===== src/rtl/huffman_bit_feeder.sv =====
// Serializes packed compressed words MSB-first into the Huffman decoder; optional skid word via HUFF_FEEDER_SKID_EN.
// Latency: word accepted at edge t -> first registered out_valid after edge t+1; done one cycle after the last bit.
// Backpressure: in_ready only while fetching (or while the skid word is empty); pause freezes the bitstream in place.
module huffman_bit_feeder #(
    parameter int WORD_W = 32,
    parameter int CNT_W  = 16
) (
    input  logic              clk,
    input  logic              reset,
    input  logic              start,
    input  logic [CNT_W-1:0]  total_bits,
    input  logic [WORD_W-1:0] in_word,
    input  logic              in_valid,
    output logic              in_ready,
    input  logic              pause,
    output logic              out_bit,
    output logic              out_valid,
    output logic              busy,
    output logic              done
);

    localparam int IDX_W = $clog2(WORD_W);
    localparam logic [IDX_W-1:0] IDX_MAX = IDX_W'(WORD_W - 1);

    localparam logic [1:0] S_IDLE   = 2'd0;
    localparam logic [1:0] S_FETCH  = 2'd1;
    localparam logic [1:0] S_SHIFT  = 2'd2;
    localparam logic [1:0] S_FINISH = 2'd3;

    logic [1:0]        state_q, state_d;
    logic [CNT_W-1:0]  remaining_q, remaining_d;
    logic [IDX_W-1:0]  bit_idx_q, bit_idx_d;
    logic [WORD_W-1:0] word_q, word_d;
    logic              out_bit_q, out_bit_d;
    logic              out_valid_q, out_valid_d;
    logic              done_q, done_d;
    logic              accept;

`ifdef HUFF_FEEDER_SKID_EN
    logic [WORD_W-1:0] hold_q, hold_d;
    logic              hold_vld_q, hold_vld_d;

    assign in_ready = ((state_q == S_FETCH) || (state_q == S_SHIFT)) && !hold_vld_q;
`else
    assign in_ready = (state_q == S_FETCH);
`endif

    assign accept    = in_valid && in_ready;
    assign out_bit   = out_bit_q;
    assign out_valid = out_valid_q;
    assign done      = done_q;
    assign busy      = (state_q == S_FETCH) || (state_q == S_SHIFT);

    always_comb begin
        state_d     = state_q;
        remaining_d = remaining_q;
        bit_idx_d   = bit_idx_q;
        word_d      = word_q;
        out_bit_d   = 1'b0;
        out_valid_d = 1'b0;
        done_d      = (state_q == S_FINISH);
`ifdef HUFF_FEEDER_SKID_EN
        hold_d      = hold_q;
        hold_vld_d  = hold_vld_q;
`endif
        case (state_q)
            S_IDLE: begin
                if (start) begin
                    if (total_bits != '0) begin
                        state_d     = S_FETCH;
                        remaining_d = total_bits;
                    end else begin
                        state_d = S_FINISH;
                    end
                end
            end
            S_FETCH: begin
                if (accept) begin
                    word_d    = in_word;
                    bit_idx_d = IDX_MAX;
                    state_d   = S_SHIFT;
                end
            end
            S_SHIFT: begin
`ifdef HUFF_FEEDER_SKID_EN
                if (accept) begin
                    hold_d     = in_word;
                    hold_vld_d = 1'b1;
                end
`endif
                if (!pause) begin
                    out_valid_d = 1'b1;
                    out_bit_d   = word_q[bit_idx_q];
                    remaining_d = remaining_q - CNT_W'(1);
                    if (remaining_q == CNT_W'(1)) begin
                        // Last coded bit: pad bits left in the word are dropped.
                        state_d = S_FINISH;
`ifdef HUFF_FEEDER_SKID_EN
                        hold_vld_d = 1'b0;
`endif
                    end else if (bit_idx_q == '0) begin
`ifdef HUFF_FEEDER_SKID_EN
                        if (hold_vld_q) begin
                            word_d     = hold_q;
                            bit_idx_d  = IDX_MAX;
                            hold_vld_d = 1'b0;
                        end else if (accept) begin
                            word_d     = in_word;
                            bit_idx_d  = IDX_MAX;
                            hold_vld_d = 1'b0;
                        end else begin
                            state_d = S_FETCH;
                        end
`else
                        state_d = S_FETCH;
`endif
                    end else begin
                        bit_idx_d = bit_idx_q - IDX_W'(1);
                    end
                end
            end
            default: begin
                state_d = S_IDLE;
`ifdef HUFF_FEEDER_SKID_EN
                hold_vld_d = 1'b0;
`endif
            end
        endcase
    end

    always_ff @(posedge clk) begin
        if (!reset) begin
            state_q     <= S_IDLE;
            remaining_q <= '0;
            bit_idx_q   <= '0;
            word_q      <= '0;
            out_bit_q   <= 1'b0;
            out_valid_q <= 1'b0;
            done_q      <= 1'b0;
`ifdef HUFF_FEEDER_SKID_EN
            hold_q      <= '0;
            hold_vld_q  <= 1'b0;
`endif
        end else begin
            state_q     <= state_d;
            remaining_q <= remaining_d;
            bit_idx_q   <= bit_idx_d;
            word_q      <= word_d;
            out_bit_q   <= out_bit_d;
            out_valid_q <= out_valid_d;
            done_q      <= done_d;
`ifdef HUFF_FEEDER_SKID_EN
            hold_q      <= hold_d;
            hold_vld_q  <= hold_vld_d;
`endif
        end
    end

endmodule


===== config.mk =====
export PLATFORM = sky130hd
export DESIGN_NAME = huffman_bit_feeder
export DESIGN_NICKNAME = d
export VERILOG_FILES = /design/src/rtl/huffman_bit_feeder.sv
export SDC_FILE = /design/constraint.sdc
export NUM_CORES = 1
export LEC_CHECK = 0
export ABC_AREA = 1
export CORE_MARGIN = 1
export CORE_UTILIZATION = 45
export DETAILED_ROUTE_END_ITERATION = 7
export GPL_ROUTABILITY_DRIVEN = 0
export GPL_TIMING_DRIVEN = 1
export PLACE_DENSITY = 0.73
export RECOVER_POWER = 25
export SYNTH_ARGS = -nofsm -noshare
export SYNTH_HDL_FRONTEND = slang
export SYNTH_SLANG_ARGS = --single-unit

===== constraint.sdc =====
create_clock -name clk -period 2.5 [get_ports clk]
set_input_delay 0.25 -clock clk [delete_from_list [all_inputs] [get_ports clk]]
set_output_delay 0.25 -clock clk [all_outputs]
set_load 0.02 [all_outputs]

### After elaboration in Yosys (flattened, before gate mapping)

Index checks and enable logic that the tools add are counted.

* add/sub/neg operators: 2
* $mul: 0
* divide/modulo/power cells: 0
* order comparisons: 1
* eq/ne operators: 11
* shift-type cells: 0
* muxes and demuxes: 19
* bitwise logic cells: 2
* reduce and logical (&&, ||, !) cells: 13

Operators by type and width (number)
* $mux 16: 3
* $pmux 16 s2: 1
* $mux 5: 4
* $eq 16x1->1 const B: 1
* $reduce_bool 16->1: 1
* $sub 16x1->16 const B: 1
* $mux 2: 6
* $ne 2x2->1 const B: 5
* $pmux 5 s2: 1
* $reduce_and 4->1: 2
* $lt 5x6->1 const B: 1
* $pmux 2 s3: 1
* $bmux 1 s5: 1
* $logic_not 5->1: 1
* $reduce_and 5->1: 1
* $sub 5x1->5 const B: 1
* $eq 2x2->1 const B: 2
* $reduce_and 2->1: 2
* $reduce_bool 2->1: 2
* $ne 3x1->1 const B: 1
* $reduce_or 3->1: 1
* $eq 2x1->1 const B: 1
* $logic_not 2->1: 1
* $mux 1: 2
* other kinds (4): 5

* register bits: 58
* bits in latches: 0
* bits in writable memories: 0
* memory bits (read-only): 0
* input port bits: 53
* output and inout bits: 5
* logic and storage cells: 55
* memories kept: 0

### Depth between registers and ports, before layout

Gate-level depths: netlist of the first run.

* word-level depth: 5
* depth in mapped cells: 13
* mapped depth without buffers: 12

### Least setup slack after synthesis of the first run

No wires, ideal clock.

* kind: register to register
* from: register bit_idx_q[1]
* to: register bit_idx_q[1]
* library setup time: 0.116 ns
* arrival: 1.536 ns
* slack: 0.849 ns
* stages on the path, launching flop included: 13
* buffers on the path: 2
* clock period less this slack: 1.651 ns
* cell sequence: dfxtp_1 > buf_2 > inv_1 > buf_2 > ha_1 > inv_1 > nor2_2 > nand2_1 > nor2_1 > nor3_4 > nand2_2 > o21ai_0 > nor2_1

* word-level cells in the longest chain between the ends: 5

RTL lines
* from (decl): line 32 `logic [IDX_W-1:0] bit_idx_q, bit_idx_d;`
* from (signal assigned): line 147 `bit_idx_q <= bit_idx_d;`
* $sub 5x1->5: line 118 `bit_idx_d = bit_idx_q - IDX_W'(1);`
* $mux 5: line 101 `end else if (bit_idx_q == '0) begin`
* $mux 5: line 95 `if (remaining_q == CNT_W'(1)) begin`
* $mux 5: line 91 `if (!pause) begin`
* $pmux 5 s2: line 66 `case (state_q)`

Several ways; a longest one is shown, not always the timed one. The select of a mux whose other input is x is not followed.
A chain may end at the register's enable or synchronous reset.

==> results of run 1 <==
==> registers in the layout (all words and copies together), names as in the netlist <==
name         cells
done             1
out_bit          1
out_valid        1
word_q          32
bit_idx_q        5
state_q          2
remaining_q     16
==> kinds of logic after synthesis <==
| kind of cell | synth area share [%] |
|---|---|
| simple gates | 40.66 |
| compound gates | 11.97 |
| buf+inv | 8.803 |
| flops | 35.37 |
| fa+ha+maj | 2.668 |
| xor+xnor | 0.5336 |
==> where the power goes <==
group	switching (mW)	total (mW)	internal, mW
sequential	0.249	1.46	1.21
combinational	1.50	2.35	0.857
clock	0.365	0.925	0.560
total	2.11	4.74	2.62
==> layout by cell type (no fill, tap or decap) <==
cell | Yosys | final
nand2_1 | 119 | 119
nor2_1 | 116 | 116
dfxtp_1 | 58 | 58
clkdlybuf4s50_1 | 0 | 54
nand3_1 | 50 | 50
o21ai_0 | 44 | 44
inv_1 | 35 | 36
a21oi_1 | 18 | 18
nor2_2 | 10 | 10
clkbuf_8 | 0 | 9
o21ai_1 | 8 | 8
ha_1 | 7 | 7
buf_4 | 3 | 5
nor3_1 | 3 | 3
clkbuf_1 | 10 | 3
dlygate4sd3_1 | 0 | 3
nand2_2 | 2 | 2
inv_2 | 3 | 2
nand4_1 | 2 | 2
nor2_4 | 2 | 2
xor2_1 | 2 | 2
nand3b_1 | 2 | 2
o21bai_1 | 2 | 2
bufinv_16 | 0 | 2
clkinv_2 | 0 | 2
inv_4 | 1 | 1
nand4_2 | 1 | 1
nor3_4 | 1 | 1
or2_1 | 1 | 1
nand3_2 | 1 | 1
nand2_4 | 1 | 1
or2_2 | 1 | 1
a21oi_2 | 1 | 1
a211oi_2 | 1 | 1
o22ai_1 | 1 | 1
clkinv_4 | 0 | 1
==> layer usage <==
layer	up-vias	routed length, um
li1	1749	-
met1	1487	3476
met2	76	3625
met3	13	369
met4	0	148
met5	-	0
==> cell type report <==
type / instances / area, um^2 / area share [%]
multi-input cells: 396 / 1833 / 44.87
clock inverters: 5 / 78.83 / 1.930
inverters: 39 / 148.9 / 3.645
well taps: 96 / 120.1 / 2.940
clock buffers: 11 / 131.4 / 3.216
repair buffers: 63 / 611.8 / 14.98
flip-flops and latches: 58 / 1161 / 28.42
==> stage by stage <==
step | power (mW) | instances | worst slack [ns] | hold slack, ns | cell area (um^2)
floorplan | 3.382 | 517 | 0.8487 | 0.3410 | 3283
detailed placement | 3.822 | 652 | 0.5661 | 0.4757 | 3879
global route | 5.208 | 668 | 0.2070 | 0.5050 | 4085
global placement | 3.778 | 652 | 0.6368 | 0.4695 | 3879
CTS | 4.756 | 668 | 0.5369 | 0.4904 | 4089
finish | 4.735 | 668 | 0.4411 | 0.4829 | 4085
==> how the worst min path moves through the flow <==
stage	endpoint	slack, ns	start
after floorplan	out_valid	0.34	pause
after CTS	word_q[4]	0.49	word_q[4]
after global routing	word_q[0]	0.50	word_q[0]
after global placement	word_q[15]	0.47	word_q[15]
after detailed placement	word_q[9]	0.48	word_q[9]
final	word_q[4]	0.48	word_q[4]
==> worst max-delay path, cell delays in order <==
cell,delay (ns)
clkdlybuf4s50_1,0.48
clkbuf_1,1.10
o21ai_0,0.32
nor2_1,0.16
==> flow_metrics.tcl, run 1 <==
set metrics [dict create \
    min_path_type "register to register" \
    initialDrtViolationCount 130 \
    synth_common_cells "nand2_1 (119), nor2_1 (116), dfxtp_1 (58)" \
    ctsHoldBuffers 0 \
    wl_um 7619 \
    via_per_inst 4.978 \
    final_util_pct 59.15 \
    dieArea_mm2 0.007641 \
    met2_usage_pct 38.92 \
    critPathRequiredTime_ns 2.76 \
    yosys.cell_types.count 33 \
    grt_first_pass_wirelength_um 13400 \
    critPathKind "primary input to register" \
    n_fill_cell 673 \
    yosysTopAreaCell "dfxtp_1" \
    clk_pin_slew_worst_paths_ns 0.06 \
    synth_most_common_cell "nand2_1" \
    worst_pin_slew_ns 1.500 \
    syn2layout_area_growth_pct 24.43 \
    yosysTopAreaCellShare_pct 35.37 \
    worst_r2r_path_depth 8 \
    cp-startpoint "reset" \
    worstSetupEndpointType "register" \
    synthCells 517 \
    relSlewSlack_pct -0.02653 \
    io_buffers 57 \
    clk_latency_ns 0.33 \
    num_rows 30 \
    grt_use_met1_pct 26.21 \
    rsz0062_at_grt "false" \
    max_freq_mhz 485.7 \
    start_util_pct 47.54 \
    drv_slew 42 \
    vias 3325 \
    h-tree-depth 3 \
    grt_max_degree 43 \
    vdd_drop_max_uv 532.3 \
    cts_buffers 9 \
    cts_resized 0 \
    cts_tree "yes" \
    synthArstFlopShare_pct 0 \
    worstPathArrival_ns 2.32 \
    post_cts.repair.setup_buffers 0 \
    top_usage_layer "met2" \
    regToRegStartpoint "state_q[0]" \
    power_density_mw_per_mm2 1159 \
    synthTopCellsByArea "dfxtp_1 (35%), nand2_1 (14%), nor2_1 (13%)" \
    io_pins 58 \
    tns_ns 0 \
    outcome "finished, violations left" \
    ys_warn_count 0 \
    crit_path_max_fanout 42 \
    synth-edff-count 0 \
    design.core.area_mm2 0.006907 \
    grt_util_all_layers_pct 22.25 \
    ant_nets 0 \
    drive_above_1_share_pct 7.517 \
    clock-sinks 58 \
    grt.met3_usage_pct 5.782 \
    syn_area_mm2 0.003283 \
    diodes 0 \
    grt_pass1_vias 3157 \
    synth_nets 577 \
    clk_path_buf_depth 2 \
    synth-seq-cells 58 \
    fin_skew_ns 0.006649 \
    layout_min_cycle_time_ns 2.059 \
    antenna_found_initial 0 \
    p_leak_nw 1.721 \
    wl_per_cell_um 11.41 \
    postSynthAreaPerCell_um2 6.350 \
    failed_checks "max-capacitance violations, max-slew violations" \
    whs_path_depth 2 \
    timing.rr.end "bit_idx_q[1]" \
    place_hpwl_um 5662 \
    gr-total-overflow 0 \
    cp-start-kind "primary input" \
    finalSetupViolCount 0 \
    die_h_um 87.42 \
    cts-root-buf "clkbuf_8" \
    die_w_um 87.42 \
    drc 0 \
    synth-seq-area-share_pct 35.37 \
    drtPass1Iterations 4 \
    r2r_setup_slack_ns 0.50 \
    maxCapViolCount 1 \
    synthFlopType "dfxtp_1" \
    finalCritPeriodShare_pct 82.35 \
    critPathCapture "word_q[31]" \
    num-nets-final 627 \
    hold_viol_final 0 \
]
(Power assumes the default switching activity.)
==> run 2, diff against run 1 <==
--- a/config.mk
+++ b/config.mk
@@ -11,7 +11,7 @@
 export DETAILED_ROUTE_END_ITERATION = 7
 export GPL_ROUTABILITY_DRIVEN = 0
 export GPL_TIMING_DRIVEN = 1
-export PLACE_DENSITY = 0.73
+export PLACE_DENSITY = 0.76
 export RECOVER_POWER = 25
 export SYNTH_ARGS = -nofsm -noshare
 export SYNTH_HDL_FRONTEND = slang
==> constraint.sdc (replaced) <==
create_clock -name clk -period 1.8 [get_ports clk]
set_input_delay 0.18 -clock clk [delete_from_list [all_inputs] [get_ports clk]]
set_output_delay 0.18 -clock clk [all_outputs]
set_load 0.02 [all_outputs]
==> run 2 against run 1 <==
Effect of this change:
- the run now ends clean
- critical path depth up 6
- non-clock buffer count increased by 10
- die area unchanged
- sequential share of layout area fell by 0.64 points
- cell count rose by 1.5%
- first-iteration DRC count increased by 63%
- register-to-register slack got worse by 0.34 ns
- sequential cell count did not move
- combinational power is 53% higher
- critical path type is now register to register
==> flow_metrics.tcl, run 2 (same netlist as run 1, synthesis figures left out) <==
set metrics [dict create \
    max_freq_mhz 610.0 \
    syn2layout_area_growth_pct 27.44 \
    drv_slew 0 \
    start_util_pct 47.54 \
    cts_buffers 9 \
    worstSetupEndpointType "register" \
    finalCritPeriodShare_pct 91.08 \
    num_rows 30 \
    ant_nets 0 \
    clk_latency_ns 0.35 \
    preCtsSetupSlack_ns 0.05885 \
    wl_um 8213 \
    design.core.area_mm2 0.006907 \
    grt_pass1_vias 3243 \
    clock-sinks 58 \
    crit_slowest_cell "dfxtp_1" \
    min_path_type "primary input to register" \
    drtPass1Iterations 4 \
    io_pins 58 \
    gr-total-overflow 0 \
    num-nets-final 637 \
    drc 0 \
    place_hpwl_um 5931 \
    worstPathArrival_ns 1.93 \
    drive_above_1_share_pct 9.622 \
    h-tree-depth 3 \
    crit_path_max_fanout 10 \
    cts_tree "yes" \
    clk_pin_slew_worst_paths_ns 0.07 \
    whs_ns 0.4666 \
    place_area_mm2 0.003959 \
    biggestRegsByFlops "word_q (32), remaining_q (16), bit_idx_q (5)" \
    worst_pin_slew_ns 0.8385 \
    p_leak_nw 1.772 \
    via_per_inst 5.010 \
    vdd_drop_max_uv 833.9 \
    crit_path_frequent_cell "inv_1" \
    dieArea_mm2 0.007641 \
    final_util_pct 60.58 \
    cp-start-kind "register" \
    top_register "word_q" \
    setup_slack_ns 0.1606 \
    final_common_cell "nand2_1" \
    relSlewSlack_pct 44.10 \
    mostFrequentLayoutCells "nand2_1 (119), nor2_1 (116), dfxtp_1 (57)" \
    fin_skew_ns 0.01063 \
    wl_per_cell_um 12.11 \
    grt_util_all_layers_pct 23.58 \
    finalSetupViolCount 0 \
    grt_max_degree 33 \
    vias 3397 \
    power_density_mw_per_mm2 1650 \
    path_cells "inv_1, ha_1, inv_1, o21ai_1, nor2_2, nand2_4, buf_12, nor2_1, nand2_1, a21oi_1" \
    initialDrtViolationCount 212 \
    postLayoutCellArea_mm2 0.004184 \
    outcome "finished clean" \
    critPathMaxStageDelay_ns 0.38 \
    die_h_um 87.42 \
    hold_viol_final 0 \
    critPathKind "register to register" \
    antenna_found_initial 0 \
    power_mw 6.903 \
    die_w_um 87.42 \
    grt_first_pass_wirelength_um 13980 \
    ctsHoldBuffers 0 \
    critPathRequiredTime_ns 2.09 \
    layout_min_cycle_time_ns 1.639 \
    largest_reg_flops 32 \
    clk_path_buf_depth 2 \
    io_buffers 57 \
    cts-root-buf "clkbuf_8" \
    diodes 0 \
    maxCapViolCount 0 \
]
## run 2: final timing paths
check         startpoint               to  slack, ns  cells after the start
max           state_q[0]  remaining_q[15]       0.16                     10
min          in_word[11]       word_q[11]       0.47                      3
max reg2reg   state_q[0]  remaining_q[15]       0.16                     10
min reg2reg   word_q[21]       word_q[21]       0.48                      2
## run 2: power breakdown
group          leakage (nW)  internal [mW]  total, mW  switching, mW
logic                  1.19           1.36       3.60           2.24
registers             0.476           1.68       2.00          0.319
clock network         0.110          0.792       1.31          0.515
## run 2: critical path: cells and delay by family, from the launching register on
kind	cells	cell delay, ns
AND/OR/NAND/NOR	4	0.44
flip-flops	1	0.38
buffers and inverters	3	0.34
adder cells (fa/ha/maj)	1	0.23
AO/OA/AOI/OAI	2	0.19
## run 2: what timing repair did
action                                  4_1_cts  5_1_grt
endpoints found under the setup margin        2       13
pin swaps                                     0        1
gates resized for setup                       2        5
setup buffers                                 0        1
cloned                                        0        0
## run 2: stage by stage
| step | instances | TNS [ns] |
|---|---|---|
| after floorplan | 517 | 0 |
| after global placement | 661 | 0 |
| after detailed placement | 661 | 0 |
| after CTS | 677 | 0 |
| after global routing | 678 | -0.0009073 |
| final | 678 | 0 |
## run 2: layout make-up
| cell class | instances | area, um^2 |
|---|---|---|
| fill | 654 | 2723 |
| multi-input combinational | 396 | 1836 |
| sequential | 58 | 1162 |
| timing repair buffer | 73 | 698.2 |
| clock buffer | 15 | 186.4 |
| inverter | 39 | 151.4 |
| tap | 96 | 120.1 |
| clock inverter | 1 | 30.03 |
## run 2: per-layer routing
layer,track usage [%],part of all wire (%),up-vias
met3,6.635,6.1,20
met4,10.43,2.5,0
met1,28.06,44,1504
met2,39.49,47,106
li1,-,-,1767
met5,0,0,-
==> run 3, diff against run 2 <==
--- a/config.mk
+++ b/config.mk
@@ -6,12 +6,14 @@
 export NUM_CORES = 1
 export LEC_CHECK = 0
 export ABC_AREA = 1
+export CAP_MARGIN = 10
 export CORE_MARGIN = 1
 export CORE_UTILIZATION = 45
+export CTS_CLUSTER_SIZE = 25
 export DETAILED_ROUTE_END_ITERATION = 7
 export GPL_ROUTABILITY_DRIVEN = 0
 export GPL_TIMING_DRIVEN = 1
-export PLACE_DENSITY = 0.76
+export PLACE_DENSITY_LB_ADDON = 0.1
 export RECOVER_POWER = 25
 export SYNTH_ARGS = -nofsm -noshare
 export SYNTH_HDL_FRONTEND = slang
==> run 3 against run 2 <==
Effect of this change:
- routed wire length down 4.8%
- power down 2.3%
- sequential cell count unchanged
- combinational power about the same
- maximum frequency up 0.64%
- non-clock buffer count unchanged
- highest routed layer unchanged
==> flow_metrics.tcl, run 3 (same netlist as run 1, synthesis figures left out) <==
set metrics [dict create \
    outcome "finished clean" \
    io_pins 58 \
    fin_skew_ns 0.006677 \
    io_buffers 57 \
    drive_above_1_share_pct 9.622 \
    die_w_um 87.42 \
    path_cells "inv_1, ha_4, buf_12, nor2_2, nor2_2, nand2_4, buf_12, nor2_1, nand2_1, a21oi_1" \
    ant_nets 0 \
    initialDrtViolationCount 209 \
    final_common_cell "nand2_1" \
    worstHoldEndpoint "word_q[9]" \
    drtPass1Iterations 5 \
    critPathKind "register to register" \
    hp-start "in_word[9]" \
    largest_reg_flops 32 \
    cts_tree "yes" \
    critPathMaxStageDelay_ns 0.31 \
    clk_pin_slew_worst_paths_ns 0.07 \
    dieArea_mm2 0.007641 \
    worst_r2r_path_depth 10 \
    via_per_inst 4.872 \
    p_leak_nw 1.772 \
    top_register "word_q" \
    h-tree-depth 3 \
    place_hpwl_um 5796 \
    vdd_drop_max_uv 897.9 \
    min_path_type "primary input to register" \
    whs_ns 0.4622 \
    start_util_pct 47.54 \
    finalCritPeriodShare_pct 90.50 \
    crit_path_max_fanout 20 \
    biggestRegsByFlops "word_q (32), remaining_q (16), bit_idx_q (5)" \
    gr-total-overflow 0 \
    rsz0062_at_grt "false" \
    num-nets-final 637 \
    worstSetupEndpointType "register" \
    antenna_found_initial 0 \
    num_rows 30 \
    wl_um 7815 \
    diodes 0 \
    cts_buffers 9 \
    regToRegStartpoint "state_q[0]" \
    worstPathArrival_ns 1.90 \
    grt_max_degree 33 \
    layout_min_cycle_time_ns 1.629 \
    relSlewSlack_pct 67.71 \
    finalSetupViolCount 0 \
    mostFrequentLayoutCells "nand2_1 (119), nor2_1 (116), dfxtp_1 (57)" \
    ctsHoldBuffers 0 \
    critPathRequiredTime_ns 2.07 \
    clk_latency_ns 0.34 \
    r2r_setup_slack_ns 0.17 \
    drc 0 \
    n_fill_cell 674 \
    crit_slowest_cell "dfxtp_1" \
    max_freq_mhz 613.9 \
    maxCapViolCount 0 \
    crit_buf_inv 3 \
    syn2layout_area_growth_pct 27.44 \
    cts-root-buf "clkbuf_8" \
    clock-sinks 58 \
    cp-start-kind "register" \
    timing.rr.end "remaining_q[12]" \
    vias 3303 \
    design.core.area_mm2 0.006907 \
    wl_per_cell_um 11.53 \
    preCtsSetupSlack_ns 0.03009 \
    whs_path_depth 3 \
    grt_first_pass_wirelength_um 13660 \
    power_density_mw_per_mm2 1613 \
    grt_pass1_vias 3024 \
    hold_viol_final 0 \
    crit_family "simple AND/OR/NAND/NOR gates" \
    clk_path_buf_depth 2 \
    tns_ns 0 \
    grt_util_all_layers_pct 22.85 \
    worst_pin_slew_ns 0.4843 \
    setup_slack_ns 0.1711 \
    die_h_um 87.42 \
    drv_slew 0 \
]
## run 3: layout make-up
type	count	area (um^2)	share of cell area (%)
clock buffers	12	145.1	3.469
clock inverters	4	51.30	1.226
inverters	39	148.9	3.559
multi-input cells	396	1846	44.11
flip-flops and latches	58	1162	27.78
well taps	96	120.1	2.871
repair buffers	73	710.7	16.99
## run 3: metal layers
layer / wire length, um / global-route usage (%) / vias to the layer above
li1: - / - / 1767
met1: 4063 / 32.13 / 1445
met2: 3269 / 34.59 / 83
met3: 376 / 4.739 / 8
met4: 104 / 7.750 / 0
met5: 0 / 0 / -
## run 3: stage by stage
step	utilization (%)	instance area (um^2)	power, mW	instances
floorplan	-	3283	4.697	517
global route	60.58	4184	7.386	678
finish	60.58	4184	6.747	678
CTS	60.62	4187	6.779	678
global placement	57.79	3991	5.520	662
detailed placement	57.79	3991	5.575	662
## run 3: timing repair
item,in CTS,in global routing
buffers inserted,0,0
gates resized for setup,1,4
endpoints found under the setup margin,1,10
## run 3: worst max-delay path by stage
stage / start / endpoint / slack, ns / depth (start not counted)
finish: state_q[0] / remaining_q[12] / 0.17 / 10
global placement: total_bits[0] / remaining_q[13] / 0.06 / 9
detailed placement: total_bits[0] / remaining_q[12] / 0.03 / 9
global route: state_q[1] / remaining_q[12] / 0.0003 / 10
floorplan: bit_idx_q[1] / bit_idx_q[1] / 0.15 / 12
CTS: state_q[0] / in_ready / 0.03 / 3
## run 3: where the power goes
part / leakage, nW / switching [mW] / internal [mW]
clock: 0.0966 / 0.527 / 0.678
combinational: 1.20 / 2.22 / 1.34
sequential: 0.476 / 0.298 / 1.68
## run 3: worst reg2reg max path: stages, from the launching register on
cell	delay [ns]
dfxtp_1	0.31
inv_1	0.12
ha_4	0.18
buf_12	0.16
nor2_2	0.06
nor2_2	0.17
nand2_4	0.12
buf_12	0.17
nor2_1	0.09
nand2_1	0.06
a21oi_1	0.12
